$ cat config.mk
export PLATFORM = sky130hd
export DESIGN_NAME = usb_sof_presence_mon
export DESIGN_NICKNAME = d
export VERILOG_FILES = /design/src/rtl/usb_sof_presence_mon.sv
export SDC_FILE = /design/constraint.sdc
export NUM_CORES = 1
export LEC_CHECK = 0
export ABC_CLOCK_PERIOD_IN_PS = 3370
export BUFFER_PORTS_ARGS = -buffer_cell sky130_fd_sc_hd__clkbuf_2
export CORE_MARGIN = 3
export CORE_UTILIZATION = 55
export DETAILED_ROUTE_END_ITERATION = 10
export PLACE_DENSITY = 0.8
export SLEW_MARGIN = 40
export SYNTH_ARGS = -nofsm -noshare
export SYNTH_HDL_FRONTEND = slang
export SYNTH_SLANG_ARGS = --single-unit
export TNS_END_PERCENT = 1
$ cat constraint.sdc
create_clock -name clk_48mhz -period 3.37 [get_ports clk_48mhz]
set_clock_uncertainty 0.1 [all_clocks]
set_input_delay 0.337 -clock clk_48mhz [delete_from_list [all_inputs] [get_ports clk_48mhz]]
set_output_delay 0.337 -clock clk_48mhz [all_outputs]
set_load 0.005 [all_outputs]
$ cat src/rtl/usb_sof_presence_mon.sv
// Host-presence and frame-timing monitor: tracks DETACHED/ACTIVE/SUSPENDED from SOF tokens,
// synthesises frame ticks for missed SOFs and counts missed frames and index/timing errors.
module usb_sof_presence_mon #(
    parameter int SOF_PERIOD_CYC = 48000,
    parameter int SOF_TOL_CYC    = 240,
    parameter int MISS_LIMIT     = 3,
    parameter int TIMEOUT_CYC    = 48000000,
    parameter int CNT_W          = 8
) (
    input  logic             clk_48mhz,
    input  logic             reset,
    input  logic             sof_valid,
    input  logic [10:0]      frame_index,
    input  logic             clr_cnt,
    output logic             host_present,
    output logic             suspended,
    output logic [1:0]       state,
    output logic             frame_tick,
    output logic [10:0]      frame_est,
    output logic             resume,
    output logic [CNT_W-1:0] missed_sof_cnt,
    output logic [CNT_W-1:0] frame_err_cnt
);

    localparam logic [1:0] ST_DETACHED  = 2'd0;
    localparam logic [1:0] ST_ACTIVE    = 2'd1;
    localparam logic [1:0] ST_SUSPENDED = 2'd2;

    localparam int CYC_W  = $clog2(SOF_PERIOD_CYC + SOF_TOL_CYC + 1);
    localparam int IDLE_W = $clog2(TIMEOUT_CYC + 1);
    localparam int MR_W   = $clog2(MISS_LIMIT + 1);

    localparam logic [CYC_W-1:0]  CYC_EARLY   = CYC_W'(SOF_PERIOD_CYC - SOF_TOL_CYC);
    localparam logic [CYC_W-1:0]  CYC_WIN     = CYC_W'(SOF_PERIOD_CYC + SOF_TOL_CYC - 1);
    localparam logic [CYC_W-1:0]  CYC_REALIGN = CYC_W'(SOF_TOL_CYC);
    localparam logic [CYC_W-1:0]  CYC_MAX     = '1;
    localparam logic [IDLE_W-1:0] IDLE_LAST   = IDLE_W'(TIMEOUT_CYC - 1);
    localparam logic [MR_W-1:0]   MR_LAST     = MR_W'(MISS_LIMIT - 1);
    localparam logic [CNT_W-1:0]  CNT_MAX     = '1;

    logic [1:0]        state_q, state_d;
    logic [10:0]       est_q, est_d;
    logic              tick_q, tick_d;
    logic              resume_q, resume_d;
    logic [CYC_W-1:0]  cyc_q, cyc_d, cyc_inc;
    logic [IDLE_W-1:0] idle_q, idle_d, idle_inc;
    logic [MR_W-1:0]   mrun_q, mrun_d;
    logic [CNT_W-1:0]  miss_q, miss_d, err_q, err_d;
    logic              miss_inc, err_inc;

    assign cyc_inc  = (cyc_q == CYC_MAX) ? cyc_q : cyc_q + 1'b1;
    assign idle_inc = (idle_q == IDLE_LAST) ? idle_q : idle_q + 1'b1;

    always_comb begin
        state_d  = state_q;
        est_d    = est_q;
        tick_d   = 1'b0;
        resume_d = 1'b0;
        cyc_d    = cyc_inc;
        idle_d   = idle_inc;
        mrun_d   = mrun_q;
        miss_inc = 1'b0;
        err_inc  = 1'b0;
        case (state_q)
            ST_ACTIVE: begin
                // Priority: real SOF, then presence timeout, then frame-window expiry.
                if (sof_valid) begin
                    tick_d  = 1'b1;
                    est_d   = frame_index;
                    cyc_d   = '0;
                    idle_d  = '0;
                    mrun_d  = '0;
                    err_inc = (frame_index != est_q + 11'd1) || (cyc_q < CYC_EARLY);
                end else if (idle_q == IDLE_LAST) begin
                    state_d = ST_DETACHED;
                    cyc_d   = '0;
                    idle_d  = '0;
                    mrun_d  = '0;
                end else if (cyc_q == CYC_WIN) begin
                    tick_d   = 1'b1;
                    est_d    = est_q + 11'd1;
                    cyc_d    = CYC_REALIGN;
                    miss_inc = 1'b1;
                    mrun_d   = mrun_q + 1'b1;
                    if (mrun_q == MR_LAST)
                        state_d = ST_SUSPENDED;
                end
            end
            ST_SUSPENDED: begin
                if (sof_valid) begin
                    state_d  = ST_ACTIVE;
                    tick_d   = 1'b1;
                    resume_d = 1'b1;
                    est_d    = frame_index;
                    cyc_d    = '0;
                    idle_d   = '0;
                    mrun_d   = '0;
                end else if (idle_q == IDLE_LAST) begin
                    state_d = ST_DETACHED;
                    cyc_d   = '0;
                    idle_d  = '0;
                    mrun_d  = '0;
                end
            end
            default: begin
                cyc_d  = '0;
                idle_d = '0;
                mrun_d = '0;
                if (sof_valid) begin
                    state_d = ST_ACTIVE;
                    tick_d  = 1'b1;
                    est_d   = frame_index;
                end else begin
                    state_d = ST_DETACHED;
                end
            end
        endcase

        // Clear wins over a same-cycle increment.
        if (clr_cnt)                           miss_d = '0;
        else if (miss_inc && miss_q != CNT_MAX) miss_d = miss_q + 1'b1;
        else                                    miss_d = miss_q;
        if (clr_cnt)                           err_d = '0;
        else if (err_inc && err_q != CNT_MAX)   err_d = err_q + 1'b1;
        else                                    err_d = err_q;
    end

    always_ff @(posedge clk_48mhz) begin
        if (reset) begin
            state_q  <= ST_DETACHED;
            est_q    <= '0;
            tick_q   <= 1'b0;
            resume_q <= 1'b0;
            cyc_q    <= '0;
            idle_q   <= '0;
            mrun_q   <= '0;
            miss_q   <= '0;
            err_q    <= '0;
        end else begin
            state_q  <= state_d;
            est_q    <= est_d;
            tick_q   <= tick_d;
            resume_q <= resume_d;
            cyc_q    <= cyc_d;
            idle_q   <= idle_d;
            mrun_q   <= mrun_d;
            miss_q   <= miss_d;
            err_q    <= err_d;
        end
    end

    assign state          = state_q;
    assign host_present   = (state_q != ST_DETACHED);
    assign suspended      = (state_q == ST_SUSPENDED);
    assign frame_tick     = tick_q;
    assign frame_est      = est_q;
    assign resume         = resume_q;
    assign missed_sof_cnt = miss_q;
    assign frame_err_cnt  = err_q;

endmodule

==> results.sh <==
export IMPL_status="finished clean"
export IMPL_grt_max_degree=27
export IMPL_grt_overflow_total=0
export IMPL_clk_transition_reported_paths_ps=90
export IMPL_area_delta_synth_final_pct=12.5
export IMPL_p_int_mw=1.38
export IMPL_postPlaceCellArea_um2=4220
export IMPL_synth_seq_cells=75
export IMPL_portBuffers=47
export IMPL_hold_violations=0
export IMPL_ctsResizeCount=0
export IMPL_pwr_share_clk=0.428
export IMPL_crit_start="frame_est[0]"
export IMPL_synth_net_count=503
export IMPL_dr_total_vias=3579
export IMPL_clock_path_buffers=2
export IMPL_grt_pass1_wl_mm=15.4
export IMPL_fin_cells=622
export IMPL_ys_flop_type="dfxtp_1"
export IMPL_fin_crit_sh=0.892
export IMPL_crit_type="flip-flop to flip-flop"
export IMPL_worstPathArrival_ps=3160
export IMPL_slew_headroom=0.480
export IMPL_required_ps=3520
export IMPL_rsz0062_at_grt="false"
export IMPL_finalMaxSlewViolations=0
export IMPL_ir_drop_mv=0.417
export IMPL_ys_warn_count=0
export IMPL_drc=0
export IMPL_antenna_found_initial=0
export IMPL_dp_hpwl_mm=6.25
export IMPL_p_per_area_nw_per_um2=410
export IMPL_syn_inst=479
export IMPL_worst_slew_pin_slew_ps=773
export IMPL_pin_count=48
export IMPL_syn_area_per_cell_um2=8.25
export IMPL_cts_root_buf="clkbuf_8"
export IMPL_clock_sinks=75
export IMPL_p_switching_uw=439
export IMPL_start_util=0.575
export IMPL_h_tree_depth=3
export IMPL_holdWs_ps=153
export IMPL_cp_max_fo=15
export IMPL_setup_viol=0
export IMPL_hp_start="frame_index[9]"
export IMPL_stdcell_area_um2=4450
export IMPL_ys_async_sr_fraction=0
export IMPL_dieArea_um2=8240
export IMPL_p_total_mw=1.82
export IMPL_numCtsBuffers=9
export IMPL_cts_tree="yes"
export IMPL_dp_cells=606
export IMPL_grt_pass1_vias=3385
export IMPL_maxCapViolations=0
export IMPL_antenna_cells=0
export IMPL_fin_nets=545
export IMPL_routed_wl_mm=9.00
export IMPL_track_usage=0.223
export IMPL_synth_edff_count=0
export IMPL_first_pass_iters=5
export IMPL_holdBufCountCts=0
export IMPL_die_h_um=90.8
export IMPL_post_cts_buffers=0
export IMPL_via_per_inst=5.75
export IMPL_synth_most_common_cell="dfxtp_1"
export IMPL_ys_top_cells_by_count="dfxtp_1 (75), nor2_1 (73), nand2_1 (36)"
export IMPL_tns_ps=0
export IMPL_synth_top_area_cell="dfxtp_1"
export IMPL_coreArea_um2=6870
export IMPL_layout_drive_gt1_share=0.143
export IMPL_period_needed_ps=3010
export IMPL_wire_per_inst_um=14.5
export IMPL_synth_cell_area_um2=3950
export IMPL_hold_class="input pin to flip-flop"
export IMPL_clk_latency_ps=350
export IMPL_p_leak_nw=1.60
export IMPL_drtIter0Drc=291
export IMPL_pwr_share_comb=0.068
export IMPL_ant_nets=0
export IMPL_synth_area_leaders="dfxtp_1 (38%), xor2_1 (7.5%), nor2_1 (6.9%)"
export IMPL_yosysUniqueCellTypes=54
export IMPL_p_sw_frac=0.241
export IMPL_r2r_start="frame_est[0]"
export IMPL_yosysTopAreaCellShare=0.380
export IMPL_fmax_mhz=333
export IMPL_endpoint_kind="flip-flop"
export IMPL_rows=30
export IMPL_place_gp_congestion=0.884
export IMPL_seq_area_frac_synth=0.380
export IMPL_pwr_share_seq=0.505
export IMPL_worstSetupStartpointType="flip-flop"
export IMPL_die_x_um=90.8
==> kinds of logic (layout without fill, tap and decap cells) <==
logic type | Yosys count | after routing | synth area share
XOR/XNOR | 60 | 60 | 0.133
buffers and inverters | 39 | 86 | 0.0462
multiplexers | 4 | 4 | 0.0101
AND/OR/NAND/NOR | 224 | 224 | 0.286
adder cells (fa/ha/maj) | 9 | 9 | 0.0285
AO/OA/AOI/OAI | 68 | 68 | 0.116
flip-flops | 75 | 75 | 0.380
==> area by class of cell <==
class,instances,area (um^2)
multi-input cells,365,2270
clock buffers,10,138
clock inverters,6,88.8
fillers,591,2420
repair buffers,49,250
flip-flops and latches,75,1500
inverters,21,78.8
well taps,96,120
==> power groups by stage <==
stage	logic, mW	clock network, mW	registers (mW)
6_report	0.123	0.780	0.920
2_1_floorplan	0.0865	0	0.932
3_3_place_gp	0.119	0	0.939
5_1_grt	0.137	0.827	0.924
3_5_place_dp	0.121	0	0.941
4_1_cts	0.122	0.792	0.920
==> worst max-delay path, stage by stage (launching register included) <==
cell and delay, ps:
dfxtp_1 510, ha_1 360, nand4_2 170, o31ai_1 280, nand4_1 130, a2111o_1 400, a2111oi_4 610, nor2_1 110
o211a_1 220
==> stage by stage <==
stage          utilization  worst slack [ps]
2_1_floorplan            -               865
3_3_place_gp         0.614               595
3_5_place_dp         0.614               421
4_1_cts              0.647               382
5_1_grt              0.647               164
6_report             0.647               364
==> placed cells by master, fill, tap and decap left out, drive strengths merged, types with 9 or more instances in the layout <==
cell type,n
ha,9
dfxtp,75
a21oi,20
and3,17
nor3,10
xnor2,26
xor2,34
inv,21
nand2,36
nor2,73
nand4,24
o21ai,18
clkbuf,57
nand3,35
==> flip-flops by register name, indices dropped and copies added, names as in the netlist <==
signal / cells
idle_q: 26
cyc_q: 16
frame_est: 11
frame_err_cnt: 8
missed_sof_cnt: 8
mrun_q: 2
state: 2
frame_tick: 1
resume: 1
==> routing by layer <==
layer  routed length [um]  vias up  track usage  part of all wire
met5                    0        -            0                 0
met4                  193        0       0.0967             0.021
met3                  479       16       0.0367             0.053
met2                 4220       94        0.368              0.47
met1                 4100     1698        0.287              0.46
li1                     -     1771            -                 -
==> final timing paths <==
path,end,slack [ps],cells after the start
setup / recovery,frame_err_cnt[6],360,8
hold / removal,frame_est[9],150,2
setup reg to reg,frame_err_cnt[6],360,8
hold reg to reg,idle_q[0],390,1
(Power assumes the default switching activity.)
